===== src/rtl/mem_arb_pkg.sv =====
// ---------------------------------------------------------------------------
// mem_arb_pkg
//   Shared definitions for the two-requester memory arbiter.
//   Holds the bus widths, requester count, FSM state type, the latched
//   request record and a one-hot to index helper.
//   No ports (package).
// ---------------------------------------------------------------------------
package mem_arb_pkg;

  localparam int ADDR_W  = 12;
  localparam int DATA_W  = 16;
  localparam int NUM_REQ = 2;

  // Width of a requester index; kept at least 1 so single-requester builds
  // still have a usable index type.
  localparam int IDX_W = (NUM_REQ > 1) ? $clog2(NUM_REQ) : 1;

  typedef enum logic [1:0] {
    IDLE   = 2'd0,
    PTR    = 2'd1,
    ACCESS = 2'd2,
    RESP   = 2'd3
  } state_t;

  // Everything about a request that must survive after req drops.
  typedef struct packed {
    logic              we;
    logic              ind;
    logic [ADDR_W-1:0] addr;
    logic [DATA_W-1:0] wdata;
  } req_t;

  // Converts a one-hot grant vector into the index of its set bit.
  function automatic logic [IDX_W-1:0] onehot_to_idx(input logic [NUM_REQ-1:0] oh);
    logic [IDX_W-1:0] idx;
    idx = '0;
    for (int i = 0; i < NUM_REQ; i++) begin
      if (oh[i]) begin
        idx = IDX_W'(i);
      end
    end
    return idx;
  endfunction

endpackage


===== src/rtl/mem_arb_rr.sv =====
// ---------------------------------------------------------------------------
// mem_arb_rr
//   Round-robin pick logic. Starting from the requester after the one
//   granted last, the first active request wins. Purely combinational.
//
//   Ports:
//     req       in  NUM_REQ  active request lines
//     last_gnt  in  IDX_W    index of the requester served most recently
//     grant     out NUM_REQ  one-hot winner (all zero when no request)
// ---------------------------------------------------------------------------
module mem_arb_rr
  import mem_arb_pkg::*;
(
  input  logic [NUM_REQ-1:0] req,
  input  logic [IDX_W-1:0]   last_gnt,
  output logic [NUM_REQ-1:0] grant
);

  // Walk the requesters in rotated order, beginning one past last_gnt, so
  // the most recently served requester has the lowest priority.
  always_comb begin : pick
    int   idx;
    logic found;
    grant = '0;
    found = 1'b0;
    idx   = 0;
    for (int i = 1; i <= NUM_REQ; i++) begin
      idx = int'(last_gnt) + i;
      if (idx >= NUM_REQ) begin
        idx = idx - NUM_REQ;
      end
      if (!found && req[idx[IDX_W-1:0]]) begin
        grant[idx[IDX_W-1:0]] = 1'b1;
        found                 = 1'b1;
      end
    end
  end

endmodule


===== src/rtl/mem_arbiter.sv =====
// ---------------------------------------------------------------------------
// mem_arbiter
//   Arbitrates a single memory port between requester 0 (CPU data path) and
//   requester 1 (loader/debug port). One transaction at a time:
//   IDLE -> [PTR] -> ACCESS -> RESP -> IDLE.
//
//   Indirect accesses read a 12-bit pointer from the given address and then
//   access the word it points to. By default this is done here with an
//   extra PTR cycle. Defining MEM_ARB_NATIVE_INDIRECT_EN hands indirection
//   to the memory through doubleRead/doubleWrite and skips PTR.
//
//   Ports:
//     clk, rst                  clock, synchronous active-high reset
//     reqN/weN/indN             request, write, indirect (N = 0, 1)
//     addrN [11:0]              byte address (bit 0 passed through as-is)
//     wdataN [15:0]             write data
//     gntN                      held from the cycle after pick until RESP
//     doneN                     one-cycle completion pulse
//     rdataN [15:0]             last read data for that requester
//     address_bus [11:0]        memory address
//     data_bus [15:0]           memory read data
//     incoming_data_bus [15:0]  memory write data
//     write_mode                memory write strobe
//     doubleRead/doubleWrite    native indirect controls (0 unless macro)
// ---------------------------------------------------------------------------
module mem_arbiter
  import mem_arb_pkg::*;
(
  input  logic              clk,
  input  logic              rst,

  input  logic              req0,
  input  logic              we0,
  input  logic              ind0,
  input  logic [ADDR_W-1:0] addr0,
  input  logic [DATA_W-1:0] wdata0,
  output logic              gnt0,
  output logic              done0,
  output logic [DATA_W-1:0] rdata0,

  input  logic              req1,
  input  logic              we1,
  input  logic              ind1,
  input  logic [ADDR_W-1:0] addr1,
  input  logic [DATA_W-1:0] wdata1,
  output logic              gnt1,
  output logic              done1,
  output logic [DATA_W-1:0] rdata1,

  output logic [ADDR_W-1:0] address_bus,
  input  logic [DATA_W-1:0] data_bus,
  output logic [DATA_W-1:0] incoming_data_bus,
  output logic              write_mode,
  output logic              doubleRead,
  output logic              doubleWrite
);

  state_t              state;
  state_t              next_state;

  logic [NUM_REQ-1:0]  req_vec;
  logic [NUM_REQ-1:0]  pick;
  logic                any_req;
  req_t                sel_req;

  req_t                cur_q;
  logic [IDX_W-1:0]    cur_id_q;
  logic [IDX_W-1:0]    last_gnt_q;
  logic [ADDR_W-1:0]   ptr_q;
  logic [NUM_REQ-1:0]  gnt_q;
  logic [NUM_REQ-1:0]  done_q;
  logic [DATA_W-1:0]   rdata_q [NUM_REQ];

  logic                split_sel;
  logic                split_cur;
  logic                write_mode_raw;
  logic                double_read_raw;
  logic                double_write_raw;

  assign req_vec = {req1, req0};
  assign any_req = |req_vec;

  mem_arb_rr u_rr (
    .req      (req_vec),
    .last_gnt (last_gnt_q),
    .grant    (pick)
  );

  // Request fields of whichever requester the round-robin picked this cycle.
  always_comb begin
    sel_req = {we0, ind0, addr0, wdata0};
    if (pick[1]) begin
      sel_req = {we1, ind1, addr1, wdata1};
    end
  end

  // Whether an indirect request needs the local pointer fetch. With native
  // indirection the memory dereferences, so nothing is ever split here.
`ifdef MEM_ARB_NATIVE_INDIRECT_EN
  assign split_sel = 1'b0;
  assign split_cur = 1'b0;
`else
  assign split_sel = sel_req.ind;
  assign split_cur = cur_q.ind;
`endif

  // State register.
  always_ff @(posedge clk) begin
    if (rst) begin
      state <= IDLE;
    end else begin
      state <= next_state;
    end
  end

  // Next-state and memory-side outputs. All memory outputs idle at zero
  // except in PTR and ACCESS.
  always_comb begin
    next_state        = state;
    address_bus       = '0;
    incoming_data_bus = '0;
    write_mode_raw    = 1'b0;
    double_read_raw   = 1'b0;
    double_write_raw  = 1'b0;
    case (state)
      IDLE: begin
        if (any_req) begin
          next_state = split_sel ? PTR : ACCESS;
        end
      end
      PTR: begin
        address_bus = cur_q.addr;
        next_state  = ACCESS;
      end
      ACCESS: begin
        address_bus       = split_cur ? ptr_q : cur_q.addr;
        write_mode_raw    = cur_q.we;
        incoming_data_bus = cur_q.wdata;
`ifdef MEM_ARB_NATIVE_INDIRECT_EN
        double_read_raw   = cur_q.ind & ~cur_q.we;
        double_write_raw  = cur_q.ind &  cur_q.we;
`endif
        next_state        = RESP;
      end
      RESP: begin
        next_state = IDLE;
      end
      default: begin
        next_state = IDLE;
      end
    endcase
  end

  // The write strobes are masked by reset combinationally so a reset
  // landing on an ACCESS cycle can never commit a write on that edge.
  assign write_mode  = write_mode_raw & ~rst;
  assign doubleWrite = double_write_raw & ~rst;
  assign doubleRead  = double_read_raw;

  // Transaction datapath: latch the request on pick, grab the pointer in
  // PTR, capture read data in ACCESS and pulse done while in RESP. last_gnt
  // resets to the highest index so requester 0 wins the first tie.
  always_ff @(posedge clk) begin
    if (rst) begin
      cur_q      <= '0;
      cur_id_q   <= '0;
      last_gnt_q <= IDX_W'(NUM_REQ - 1);
      ptr_q      <= '0;
      gnt_q      <= '0;
      done_q     <= '0;
      for (int i = 0; i < NUM_REQ; i++) begin
        rdata_q[i] <= '0;
      end
    end else begin
      done_q <= '0;
      case (state)
        IDLE: begin
          if (any_req) begin
            cur_q    <= sel_req;
            cur_id_q <= onehot_to_idx(pick);
            gnt_q    <= pick;
          end
        end
        PTR: begin
          ptr_q <= data_bus[ADDR_W-1:0];
        end
        ACCESS: begin
          if (!cur_q.we) begin
            rdata_q[cur_id_q] <= data_bus;
          end
          gnt_q            <= '0;
          done_q[cur_id_q] <= 1'b1;
        end
        RESP: begin
          last_gnt_q <= cur_id_q;
        end
        default: begin
        end
      endcase
    end
  end

  assign gnt0   = gnt_q[0];
  assign gnt1   = gnt_q[1];
  assign done0  = done_q[0];
  assign done1  = done_q[1];
  assign rdata0 = rdata_q[0];
  assign rdata1 = rdata_q[1];

endmodule


===== config.mk =====
export PLATFORM = sky130hd
export DESIGN_NAME = mem_arbiter
export DESIGN_NICKNAME = d
export VERILOG_FILES = /design/src/rtl/mem_arb_pkg.sv /design/src/rtl/mem_arb_rr.sv /design/src/rtl/mem_arbiter.sv
export SDC_FILE = /design/constraint.sdc
export NUM_CORES = 1
export LEC_CHECK = 0
export CORE_MARGIN = 2
export CORE_UTILIZATION = 25
export CTS_BUF_LIST = sky130_fd_sc_hd__clkbuf_8 sky130_fd_sc_hd__clkbuf_16
export DETAILED_ROUTE_END_ITERATION = 8
export GPL_TIMING_DRIVEN = 0
export MAX_ROUTING_LAYER = met4
export PLACE_DENSITY_LB_ADDON = 0.15
export RECOVER_POWER = 50
export SLEW_MARGIN = 20
export SYNTH_ARGS = -nofsm -noshare
export SYNTH_HDL_FRONTEND = slang
export SYNTH_SLANG_ARGS = --single-unit

===== constraint.sdc =====
create_clock -name clk -period 1.72 [get_ports clk]
set_input_delay 0.516 -clock clk [delete_from_list [all_inputs] [get_ports clk]]
set_output_delay 0.516 -clock clk [all_outputs]
set_load 0.02 [all_outputs]

==> summary.md <==
| Metric | Value |
|---|---|
| CTS buffer count | 9 |
| Adder-cell share of the synthesized area | 1.67% |
| Compound-Gate Fraction of Synth Area | 14.4% |
| Lkg Pwr | 0.00254 uW |
| Cell total after placement | 714 |
| Final setup violation count | 49 |
| Proportion of synthesized chip area in sequential cells | 52.5% |
| Reg-to-reg critical path startpoint | state[0]$_SDFFE_PP0P_ |
| RD Place Congestion | 0.770 |
| Parity-gate share of the synthesized area counting xor and xnor cells | 0% |
| Area of the die | 15900 um^2 |
| Final antenna diode count | 0 |
| Instance count of the mapped netlist | 387 |
| Via count of the first global-routing pass | 3405 |
| Violations in the final reports | setup timing |
| TritonCTS clock tree | built |
| Setup slack of the critical path after layout | -0.464 ns |
| Post-route antenna net violation count | 0 |
| H-tree depth | 3 |
| Cell class contributing the biggest share of worst-path delay | buffers and inverters |
| Maximum number of pins on one net before global-route repair | 15 |
| Largest buffer count on any clock path | 2 |
| Number of synthesized flops with an enable pin | 32 |
| Number of fill cells | 1429 |
| Cell Rows | 44 |
| Post-CTS Hold Buffers | 0 |
| Number of nets in the layout | 648 |
| Critical path cell sequence | inv_6, ha_4, nor2b_4, buf_8, o21ai_4, a21boi_2, buf_4 |
| Pre-CTS setup slack | -0.765 ns |
| Max stage delay on crit path | 0.36 ns |
| Fmax | 458 MHz |
| Total negative slack for setup checks | -9.48 ns |
| Root Buffer Master | sky130_fd_sc_hd__clkbuf_16 |
| Synthesis Warnings | 0 |
| Number of maximum-capacitance constraint violations | 0 |
| Vert. Die Dim | 126 um |
| Number of antenna violations at the first check in global routing | 0 |
| Syn Std Cell Area | 3740 um^2 |
| Number of hold-slack violations in the final timing report | 0 |
| Dominant combinational cell family by area after synthesis | simple AND/OR/NAND/NOR gates |
| Area of the placeable core | 14600 um^2 |
| Clock sink count | 82 |
| Post-detailed-routing wire length | 11300 um |
| Slew @ Worst Pin | 0.560 ns |
| Latest clock arrival within the worst-skew pair | 0.35 ns |
| Via count | 3318 |
| Hold wc startpoint | rst |
| Vias per cell | 4.41 |
| Count of input and output buffers | 142 |
| Non-filler cells in the finished layout | 752 |
| Share of cells above drive strength 1 | 28.2% |
| Async set-or-reset flop fraction in the synthesized netlist | 0% |
| Setup repair after global routing missed its margin | yes |
| Power density of the placed cells | 904 nW/um^2 |
| Post-Syn Area per Cell | 9.65 um^2 |
| Area of combinational cells with multiple inputs | 1870 um^2 |
| Layout overhead on the synthesized area | 67.9% |
| Multiplexer share of the synthesized area | 3.48% |
| Final worst-path cycle share | 127% |
| Minimum clock period after layout | 2.18 ns |
| Crit Path Category | register to output pin |
| Class of the most critical hold timing path | primary input to register |
| Clock transition at the registers of the reported paths | 0.06 ns |
| Half-perimeter wire length after detailed placement | 8160 um |
| Post-detailed-route wirelength per cell | 15.0 um |
| Chip Width | 126 um |
| Endpoint required time on the critical path | 1.20 ns |
| Starting utilization of the core area | 25.6% |
| Peak supply drop | 0.000529 V |
| # DRC | 0 |
| Number of design-rule violations left by the first detailed-router iteration | 99 |
| Endpoint type of the worst setup path | output pin |
| Slowest cell on the critical path | sky130_fd_sc_hd__dfxtp_4 |
| First element of the critical path | state[0]$_SDFFE_PP0P_ |
| Register bit total from synthesis | 82 |
| Highest fanout seen on the critical path | 5 |
| Wire length of the first global-routing pass | 17900 um |
| Combined flip-flop and latch cell area | 1970 um^2 |
| GR Overflow Total | 0 |
| Simple-gate share of the synthesized area | 22.7% |
| Max Transition Viols Final | 0 |
| Data arrival time at the worst-slack endpoint | 1.67 ns |
| Result of the run | finished with violations |
| Boundary Pins | 147 |
| Unique masters post-synth | 37 |
| Count of buffering cells on the critical path with inverters included | 3 |
| Worst setup skew after layout | 0.00707 ns |
| DRT Pass-1 Iters | 4 |
| Relative slew margins | 62.7% |
| GRT Resource Usage Total | 14.9% |
| Startpoint Class | register |
| Primary FF master, synth | sky130_fd_sc_hd__dfxtp_1 |
power by group:
group | switching (uW) | internal, uW
combinational | 733 | 814
sequential | 128 | 2230
clock | 798 | 971
metrics by stage:
stage	total power, uW	cell area, um^2	hold WS [ns]	util (%)
2_1_floorplan	3110	3840	0.460	-
3_3_place_gp	3660	5490	0.461	37.7
3_5_place_dp	3670	5490	0.461	37.7
4_1_cts	5650	6090	0.446	41.7
5_1_grt	5960	6270	0.466	43.0
6_report	5670	6270	0.454	43.0
path summary, 6_finish.rpt:
path                                 endpoint  slack [ns]  depth (start not counted)
setup reg to reg  rdata_q[1][6]$_SDFFCE_PN0P_       -0.02                          7
setup / recovery               address_bus[9]       -0.46                          7
hold / removal         cur_q[16]$_SDFFE_PP0P_        0.45                          2
hold reg to reg         gnt_q[1]$_SDFFE_PP0P_        0.46                          2
cells in the final DEF (no fill, tap or decap), drive strengths merged, types with 2 or more instances in the layout:
master	count
a21boi	13
dlygate4sd2	36
nand2	75
and2	50
clkbuf	20
o21ai	18
inv	5
clkinvlp	3
nand3	4
edfxtp	32
nand2b	2
mux2i	13
dfxtp	50
nor2	38
clkinv	3
clkdlybuf4s50	76
buf	69
conb	2
or2	4
nor2b	2
a311oi	24
a31oi	7
a21oi	4
ha	5
layout make-up:
type / instances / share of cell area (%)
flip-flops and latches: 82 / 31.4
multi-input cells: 273 / 29.9
repair buffers: 163 / 25.8
plain buffers: 30 / 4.59
well taps: 184 / 3.67
clock buffers: 9 / 3.59
clock inverters: 7 / 0.758
inverters: 4 / 0.319
cells in the mapped netlist (2+ instances only):
| master | n | area, um^2 |
|---|---|---|
| sky130_fd_sc_hd__and2_1 | 50 | 313 |
| sky130_fd_sc_hd__a21boi_0 | 12 | 90.1 |
| sky130_fd_sc_hd__o21ai_0 | 18 | 90.1 |
| sky130_fd_sc_hd__mux2i_1 | 13 | 130 |
| sky130_fd_sc_hd__nor2b_1 | 2 | 12.5 |
| sky130_fd_sc_hd__buf_6 | 3 | 33.8 |
| sky130_fd_sc_hd__clkbuf_1 | 12 | 45.0 |
| sky130_fd_sc_hd__nand3_1 | 4 | 20.0 |
| sky130_fd_sc_hd__a31oi_1 | 7 | 43.8 |
| sky130_fd_sc_hd__a311oi_1 | 24 | 210 |
| sky130_fd_sc_hd__nor2_1 | 38 | 143 |
| sky130_fd_sc_hd__edfxtp_1 | 32 | 961 |
| sky130_fd_sc_hd__inv_1 | 4 | 15.0 |
| sky130_fd_sc_hd__buf_4 | 7 | 52.6 |
| sky130_fd_sc_hd__ha_1 | 5 | 62.6 |
| sky130_fd_sc_hd__nand2_1 | 75 | 282 |
| sky130_fd_sc_hd__dfxtp_1 | 50 | 1000 |
| sky130_fd_sc_hd__a21oi_1 | 4 | 20.0 |
| sky130_fd_sc_hd__buf_2 | 8 | 40.0 |
| sky130_fd_sc_hd__or2_2 | 2 | 12.5 |
registers in the layout, summed over array words and instances (netlist names):
| register | flops |
|---|---|
| rdata_q | 32 |
| cur_q | 29 |
| ptr_q | 12 |
| done_q | 2 |
| gnt_q | 2 |
| state | 2 |
| cur_id_q | 1 |
| last_gnt_q | 1 |
| split_cur | 1 |
repair_timing:
action	CTS	global route
pin swaps	27	14
gates resized for setup	269	42
setup buffers	10	9
endpoints found under the setup margin	107	108
cloned	5	1
cell families (layout without fill, tap and decap cells):
logic type               count (synthesis)  count (layout)
AO/OA/AOI/OAI                           73              73
adder cells (fa/ha/maj)                  5               5
buffers and inverters                   35             213
flip-flops                              82              82
multiplexers                            13              13
other                                    1               2
AND/OR/NAND/NOR                        178             180
layer usage:
metal / GRT usage, % / vias to the layer above / part of all wire, %
li1: - / 1680 / -
met5: - / - / 0
met2: 23.6 / 123 / 46
met1: 17.8 / 1507 / 45
met4: 4.65 / 0 / 1.3
met3: 5.31 / 8 / 7.7
No activity file was read; power rests on OpenSTA's default activity.
